## config.mk

```make
export PLATFORM = sky130hd
export DESIGN_NAME = fifo_ring_buffer
export DESIGN_NICKNAME = d
export VERILOG_FILES = /design/src/rtl/fifo_ring_buffer.sv
export SDC_FILE = /design/constraint.sdc
export NUM_CORES = 1
export LEC_CHECK = 0
export ABC_AREA = 0
export BUFFER_PORTS_ARGS = -buffer_cell sky130_fd_sc_hd__buf_2
export CAP_MARGIN = 10
export CORE_UTILIZATION = 25
export CTS_BUF_LIST = sky130_fd_sc_hd__clkbuf_2
export DETAILED_ROUTE_END_ITERATION = 16
export GPL_TIMING_DRIVEN = 0
export SKIP_CTS_REPAIR_TIMING = 1
export SYNTH_ARGS = -nofsm -noshare
export SYNTH_HDL_FRONTEND = slang
export SYNTH_SLANG_ARGS = --single-unit
```

## constraint.sdc

```tcl
create_clock -name i_clk -period 4 [get_ports i_clk]
set_clock_uncertainty 0.2 [all_clocks]
set_input_delay 0.8 -clock i_clk [delete_from_list [all_inputs] [get_ports i_clk]]
set_output_delay 0.8 -clock i_clk [all_outputs]
set_load 0.01 [all_outputs]
```

## src/rtl/fifo_ring_buffer.sv

```systemverilog
`default_nettype none
// +----------------------------------------------------------------------------+
// | Module      : fifo_ring_buffer                                             |
// | Description : Synchronous FIFO on a circular buffer of arbitrary depth,    |
// |               with almost-full/almost-empty thresholds, sticky overflow/   |
// |               underflow flags and synchronous flush.                       |
// |               Optional macro FIFO_FWFT_EN selects first-word fall-through  |
// |               read; default build is a registered 1-cycle read.            |
// | Revision    : 1.0 - initial release                                        |
// +----------------------------------------------------------------------------+
module fifo_ring_buffer #(
  parameter int BUFFER_WIDTH = 23,
  parameter int BUFFER_DEPTH = 23,
  parameter int AF_LEVEL     = BUFFER_DEPTH - 2,
  parameter int AE_LEVEL     = 2,
  localparam int c_CW        = $clog2(BUFFER_DEPTH + 1)
) (
  input  logic                    i_clk,
  input  logic                    i_rst_n,
  input  logic                    i_push,
  input  logic                    i_pull,
  input  logic                    i_flush,
  input  logic                    i_clear_err,
  input  logic [BUFFER_WIDTH-1:0] i_tail,
  output logic [BUFFER_WIDTH-1:0] o_head,
  output logic [c_CW-1:0]         o_counter,
  output logic                    o_full,
  output logic                    o_empty,
  output logic                    o_almost_full,
  output logic                    o_almost_empty,
  output logic                    o_overflow,
  output logic                    o_underflow
);

  localparam int c_PW = (BUFFER_DEPTH > 2) ? $clog2(BUFFER_DEPTH) : 1;
  localparam logic [c_PW-1:0] c_LAST_PTR = c_PW'(BUFFER_DEPTH - 1);
  localparam logic [c_CW-1:0] c_DEPTH    = c_CW'(BUFFER_DEPTH);
  localparam logic [c_CW-1:0] c_AF       = c_CW'(AF_LEVEL);
  localparam logic [c_CW-1:0] c_AE       = c_CW'(AE_LEVEL);

  logic [BUFFER_WIDTH-1:0] r_mem [BUFFER_DEPTH];
  logic [c_PW-1:0]         r_wr_ptr;
  logic [c_PW-1:0]         r_rd_ptr;
  logic [c_CW-1:0]         r_counter;
  logic                    r_overflow;
  logic                    r_underflow;

  logic w_full;
  logic w_empty;
  logic w_push_ok;
  logic w_pull_ok;
  logic w_ovf_set;
  logic w_unf_set;

  // Explicit wrap at the last entry so any depth works, not only powers of 2.
  function automatic logic [c_PW-1:0] f_next(input logic [c_PW-1:0] p);
    return (p == c_LAST_PTR) ? '0 : p + 1'b1;
  endfunction

  assign w_full  = (r_counter == c_DEPTH);
  assign w_empty = (r_counter == '0);

  // Flush blocks both transfers and suppresses error detection on that edge.
  assign w_push_ok = i_push & (~w_full | i_pull) & ~i_flush;
  assign w_pull_ok = i_pull & ~w_empty & ~i_flush;
  assign w_ovf_set = i_push & ~w_push_ok & ~i_flush;
  assign w_unf_set = i_pull & ~w_pull_ok & ~i_flush;

  // Storage array: written on accepted push, never reset.
  always_ff @(posedge i_clk) begin
    if (w_push_ok) begin
      r_mem[r_wr_ptr] <= i_tail;
    end
  end

  // Pointers and occupancy counter.
  always_ff @(posedge i_clk or negedge i_rst_n) begin
    if (!i_rst_n) begin
      r_wr_ptr  <= '0;
      r_rd_ptr  <= '0;
      r_counter <= '0;
    end else if (i_flush) begin
      r_wr_ptr  <= '0;
      r_rd_ptr  <= '0;
      r_counter <= '0;
    end else begin
      if (w_push_ok) r_wr_ptr <= f_next(r_wr_ptr);
      if (w_pull_ok) r_rd_ptr <= f_next(r_rd_ptr);
      case ({w_push_ok, w_pull_ok})
        2'b10:   r_counter <= r_counter + 1'b1;
        2'b01:   r_counter <= r_counter - 1'b1;
        default: r_counter <= r_counter;
      endcase
    end
  end

  // Sticky error flags; a new error on the same edge beats clear_err.
  always_ff @(posedge i_clk or negedge i_rst_n) begin
    if (!i_rst_n) begin
      r_overflow  <= 1'b0;
      r_underflow <= 1'b0;
    end else begin
      if (w_ovf_set)        r_overflow  <= 1'b1;
      else if (i_clear_err) r_overflow  <= 1'b0;
      if (w_unf_set)        r_underflow <= 1'b1;
      else if (i_clear_err) r_underflow <= 1'b0;
    end
  end

`ifdef FIFO_FWFT_EN
  // Fall-through read: the oldest word is visible whenever the FIFO holds data.
  always_comb begin
    o_head = '0;
    if (!w_empty) o_head = r_mem[r_rd_ptr];
  end
`else
  logic [BUFFER_WIDTH-1:0] r_head;

  // Registered read: head updates one cycle after an accepted pull, else holds.
  always_ff @(posedge i_clk or negedge i_rst_n) begin
    if (!i_rst_n) begin
      r_head <= '0;
    end else if (w_pull_ok) begin
      r_head <= r_mem[r_rd_ptr];
    end
  end

  assign o_head = r_head;
`endif

  assign o_counter      = r_counter;
  assign o_full         = w_full;
  assign o_empty        = w_empty;
  assign o_almost_full  = (r_counter >= c_AF);
  assign o_almost_empty = (r_counter <= c_AE);
  assign o_overflow     = r_overflow;
  assign o_underflow    = r_underflow;

endmodule
`default_nettype wire

```

# Word level (Yosys, flattened, before mapping)
# Memories as Yosys holds them, arrays and structs flattened. A register that Yosys moved wholly into a read port is not among the register bits.
# Index checks and enable logic that the tools add are counted.
[word_totals] elab_cells=51 output_inout_bits=34 input_bits=29 n_memories=1 ram_bits=529 reg_bits=17
[op_classes] n_bitwise=14 magnitude_cmp=2 n_eq_ne=5 muxes=13 add_sub_neg=4 reduce_logical=7
[mem_list] memory="r_mem" depth=23 width=23 read_ports=1 rd_clocked_by_memory_dff=1 write_ports=1 line_no="41" text="logic [BUFFER_WIDTH-1:0] r_mem [BUFFER_DEPTH];"
[ops] op="2-to-1 mux 5 bit" count=7
[ops] op="adder 5 x 1 -> 5 bit (second input constant)" count=3
[ops] op="equality test 5 bit (second input constant)" count=3
[ops] op="case mux 5 bit (2 select lines)" count=1
[ops] op="AND 1 bit" count=8
[ops] op="nonzero test 2 bit" count=4
[ops] op="greater-or-equal comparator 5 bit (second input constant)" count=1
[ops] op="<= comparator 5 x 2 -> 1 bit (second input constant)" count=1
[ops] op="zero test 5 bit" count=1
[ops] op="2-to-1 mux 1 bit" count=5
[ops] op="inverter 1 bit" count=5
[ops] op="subtractor 5 x 1 -> 5 bit (second input constant)" count=1
[ops] op="nonzero test 3 bit" count=1
[ops] op="equality test 2 x 1 -> 1 bit (second input constant)" count=1
[ops] op="equality test 2 bit (second input constant)" count=1
[ops] op="zero test 1 bit" count=1
[ops] op="bitwise OR 1 bit" count=1

# Longest topological paths before layout
[depth] depth_word=9 ltp_mapped=12 mapped_depth_nobuf=10

# Worst setup path after synthesis
# No wires, ideal clock.
[synth_timing] path_type="input -> register" startpoint="input i_flush" endpoint="register r_counter[4] (netlist: o_counter[4])" setup_slack_ns=0.693 path_stages=12 n_path_buf=2 required_ns=3.668 setup_ns=0.132 arrival_ns=2.975 path_cell_list="clkbuf_1 -> inv_1 -> o311ai_2 -> buf_2 -> or2_2 -> inv_1 -> ha_1 -> nand2b_1 -> a21oi_1 -> or4b_2 -> nand4_1 -> o21ai_0"
[synth_via] elab_chain_len=5 word_cells_on_any_way=8 cone_classes="2 x eq/ne; 2 x mux; 3 x bitwise; 1 x reduce/logical"
[synth_rtl] item="start: declaration" line_no="22" text="input logic i_flush,"
[synth_rtl] item="inverter 1 bit" line_no="64, 65"
[synth_rtl] item="AND 1 bit (on tied branches)" line_no="65, 64"
[synth_rtl] item="equality test 2 x 1 -> 1 bit or equality test 2 bit (tied branches)" line_no="89" text="case ({w_push_ok, w_pull_ok})"
[synth_rtl] item="case mux 5 bit (2 select lines)" line_no="89"
[synth_rtl] item="2-to-1 mux 5 bit" line_no="82" text="end else if (i_flush) begin"
[synth_rtl] item="end signal: assignment" line_no="90" text="2'b10: r_counter <= r_counter + 1'b1;"
[synth_rtl] item="end signal: assignment" line_no="91" text="2'b01: r_counter <= r_counter - 1'b1;"
[synth_rtl] item="end signal: assignment" line_no="92" text="default: r_counter <= r_counter;"
[synth_rtl] item="end: declaration" line_no="44" text="logic [c_CW-1:0] r_counter;"
# Parallel ways exist; a longest one is shown, timed or not.
# A chain may end at the register's enable or synchronous reset.

# Final worst setup path
[layout_timing] startpoint="register r_counter[3] (netlist: o_counter[3])" endpoint="register r_counter[4] (netlist: o_counter[4])"
[layout_via] elab_chain_len=8 word_cells_on_any_way=16 cone_classes="2 x add/sub; 3 x eq/ne; 2 x mux; 7 x bitwise; 2 x reduce/logical"
[layout_rtl] item="equality test 5 bit" line_no="60" text="assign w_full = (r_counter == c_DEPTH);"
[layout_rtl] item="inverter 1 bit" line_no="64" text="assign w_push_ok = i_push & (~w_full | i_pull) & ~i_flush;"
[layout_rtl] item="bitwise OR 1 bit" line_no="64"
[layout_rtl] item="AND 1 bit (2 in series)" line_no="64"
[layout_rtl] item="equality test 2 x 1 -> 1 bit or equality test 2 bit (tied branches)" line_no="89"
[layout_rtl] item="case mux 5 bit (2 select lines)" line_no="89"
[layout_rtl] item="2-to-1 mux 5 bit" line_no="82"
# Parallel ways exist; a longest one is shown, timed or not.

==> out/metrics.yaml <==
run_status:
  status: "completed"
power_and_ir_drop:
  p_switching_mw: 3.71
  power_frac_seq: 0.532
  power_density_nw_per_um2: 497
  peakVddDrop_mv: 0.227
  total_leakage_power_nw: 8.41
  clockPowerShare: 0.298
  p_comb_frac: 0.170
  p_int_mw: 9.20
  switching_share: 0.288
routing:
  ant_nets: 0
  wirelength_um: 55800
  first_pass_iters: 5
  wire_per_inst_um: 21.6
  via_count: 11860
  drc_errors: 0
  drtIter0Drc: 1042
  via_per_inst: 4.58
clock_network:
  path_clk_slew_ns: 0.10
  cts.path.max_buffers: 3
  root_buffer: "clkbuf_2"
  cts_tree: "built"
  cts_inserted_buffers: 135
  worstSkewPairLatency_ns: 1.12
  htreeDepth: 4
  clock_sinks: 569
sta:
  holdWs_ns: 0.196
  tightestPinTransition_ns: 1.07
  slew_headroom: 0.289
  hold_viol_final: 0
  post-route-min-period_ns: 3.73
  rsz0062_at_grt: "no"
  setup_tns_ns: 0
  post-route-period-util: 0.933
  slew_viol_final: 0
  fmax_ghz: 0.268
  setup_viol: 0
  finalWorstSetupSlack_ns: 0.267
logic_synthesis:
  synth_area_per_cell_um2: 20.3
  synthTopCellsByCount: "529 x edfxtp_1, 115 x mux4_2, 51 x o21ai_0"
  synth_cells: 1085
  synth-adder-area-share: 0.00601
  synth-simple-area-share: 0.0191
  synth_compound_area_frac: 0.0525
  synth_top_family_by_area: "multiplexers"
  synth-xor-area-share: 0.00272
  synth.most_common_cell: "edfxtp_1"
  yosysWarnings: 0
  ys_seq_area_frac: 0.765
  syn_nets: 1124
  synth_area_um2: 22100
  synth.area.mux_share: 0.139
  synth.top_cell.area_share: 0.720
  ys_ff_latch: 569
  synthFlopType: "edfxtp_1"
  synth_area_leaders: "edfxtp_1 72%, mux4_2 12%, dfrtp_1 4.5%"
  synth_edf_count: 529
  async_reset_ff_frac: 0.0703
  synth_cell_type_count: 52
  yosys.area.top_type: "edfxtp_1"
floorplanning:
  die_width_um: 299
  core-area_um2: 87000
  dieArea_um2: 89400
  start_util: 0.253
  rows: 108
  boundaryPins: 63
  die_height_um: 299
setup_path:
  crit_path_cell_trace: "or3_4, o311ai_4, buf_2, or2_2, inv_1, ha_1, nand2b_1, a21oi_1, or4b_2, nand4_1, o21ai_0"
  critical_path.startpoint_type: "flop"
  worstPathRequired_ns: 4.79
  path_buf_inv: 2
  cp_slowest_cell: "or4b_2"
  path_max_fanout: 10
  cp-end-kind: "flop"
  slowest_delay_ns: 0.63
  worstSetupPathType: "reg2reg"
  cp_top_family: "simple AND/OR/NAND/NOR gates"
  critPathArrivalTime_ns: 4.52
global_route:
  grt_overflow: 0
  grt_pass1_wl_um: 81400
  grt_max_degree: 41
  antenna_found_initial: 1
  grt.total_usage: 0.125
  grt_pass1_vias: 12180
cells_and_area:
  post-route-util: 0.299
  area_growth_pct: 17.8
  design_area_um2: 26000
  nNetsFinal: 1371
  drive_above_1_share: 0.327
  fillers: 8590
placed_design:
  portBuffers: 61
  dpl.hpwl_um: 36300
  placed_area_um2: 24400
  place_congestion: 0.789
  pre_cts_ws_ns: 0.0927
worst_hold_path:
  hold_path_class: "in2async"
run:
  max-cap-violations: 0
[cell usage in the layout (no fill, tap or decap), types with 26 or more instances in the layout]
| cell | synthesis | layout |
|---|---|---|
| mux4_2 | 115 | 115 |
| a22o_1 | 26 | 26 |
| clkinv_1 | 1 | 27 |
| clkbuf_1 | 29 | 29 |
| buf_2 | 26 | 87 |
| a21oi_1 | 29 | 29 |
| nand2_1 | 35 | 35 |
| mux2i_1 | 46 | 46 |
| o21ai_0 | 51 | 51 |
| dlygate4sd3_1 | 0 | 30 |
| edfxtp_1 | 529 | 529 |
| dfrtp_1 | 40 | 40 |
| clkbuf_2 | 0 | 190 |
[flip-flops by register name, summed over array words and instances, names as in the netlist]
register / cells
o_counter: 5
o_head: 23
o_overflow: 1
o_underflow: 1
r_mem: 529
r_rd_ptr: 5
r_wr_ptr: 5
[kinds of logic after synthesis]
logic type,count (synthesis)
flops,569
mux,162
buf+inv,76
compound gates,170
xor+xnor,6
simple gates,92
fa+ha+maj,10
[routing by layer]
metal  vias up  global-route usage  share of wire
met3        88              0.0373          0.089
met2       529               0.197           0.47
met1      6178               0.167           0.42
li1       5065                   -              -
met5         -                   0              0
met4         0              0.0345          0.017
[final cells by class]
cell class,instances,area [um2],share of cell area
multi-input combinational,440,5000,0.193
timing repair buffer,110,1040,0.0401
sequential,569,16900,0.650
buffer,64,295,0.0114
antenna,1,2.50,0.0000963
tap,1155,1450,0.0556
clock inverter,46,312,0.0120
inverter,12,45.0,0.00173
clock buffer,190,951,0.0366
[power groups by stage]
| stage | sequential, mW | combinational (mW) | clock (mW) |
|---|---|---|---|
| after floorplan | 6.97 | 1.34 | 0 |
| after global placement | 7.00 | 2.12 | 0 |
| after detailed placement | 7.00 | 2.20 | 0 |
| after CTS | 6.87 | 2.20 | 3.96 |
| after global routing | 6.89 | 2.37 | 4.27 |
| final | 6.86 | 2.20 | 3.85 |
[metrics by stage]
step | power, mW | instances
2_1_floorplan | 8.31 | 1085
3_3_place_gp | 9.12 | 2301
3_5_place_dp | 9.20 | 2320
4_1_cts | 13.0 | 2556
5_1_grt | 13.5 | 2587
6_report | 12.9 | 2587
[worst reg2reg max path, stage by stage, from the launching register on]
cell      delay (ns)
dfrtp_1         0.47
or3_4           0.45
o311ai_4        0.49
buf_2           0.40
or2_2           0.19
inv_1           0.07
ha_1            0.32
nand2b_1        0.09
a21oi_1         0.12
or4b_2          0.63
nand4_1         0.11
o21ai_0         0.08
[path summary, 6_finish.rpt]
kind,cells after the start,slack (ns),endpoint,start
max,11,0.27,o_counter[4],o_counter[3]
min reg2reg,1,0.31,o_head[1],o_head[1]
min,2,0.20,o_counter[1],i_rst_n
min in group i_clk,1,0.31,o_head[1],o_head[1]
max reg2reg,11,0.27,o_counter[4],o_counter[3]
max in group asynchronous,2,2.64,r_rd_ptr[1],i_rst_n
(Power assumes the default switching activity.)
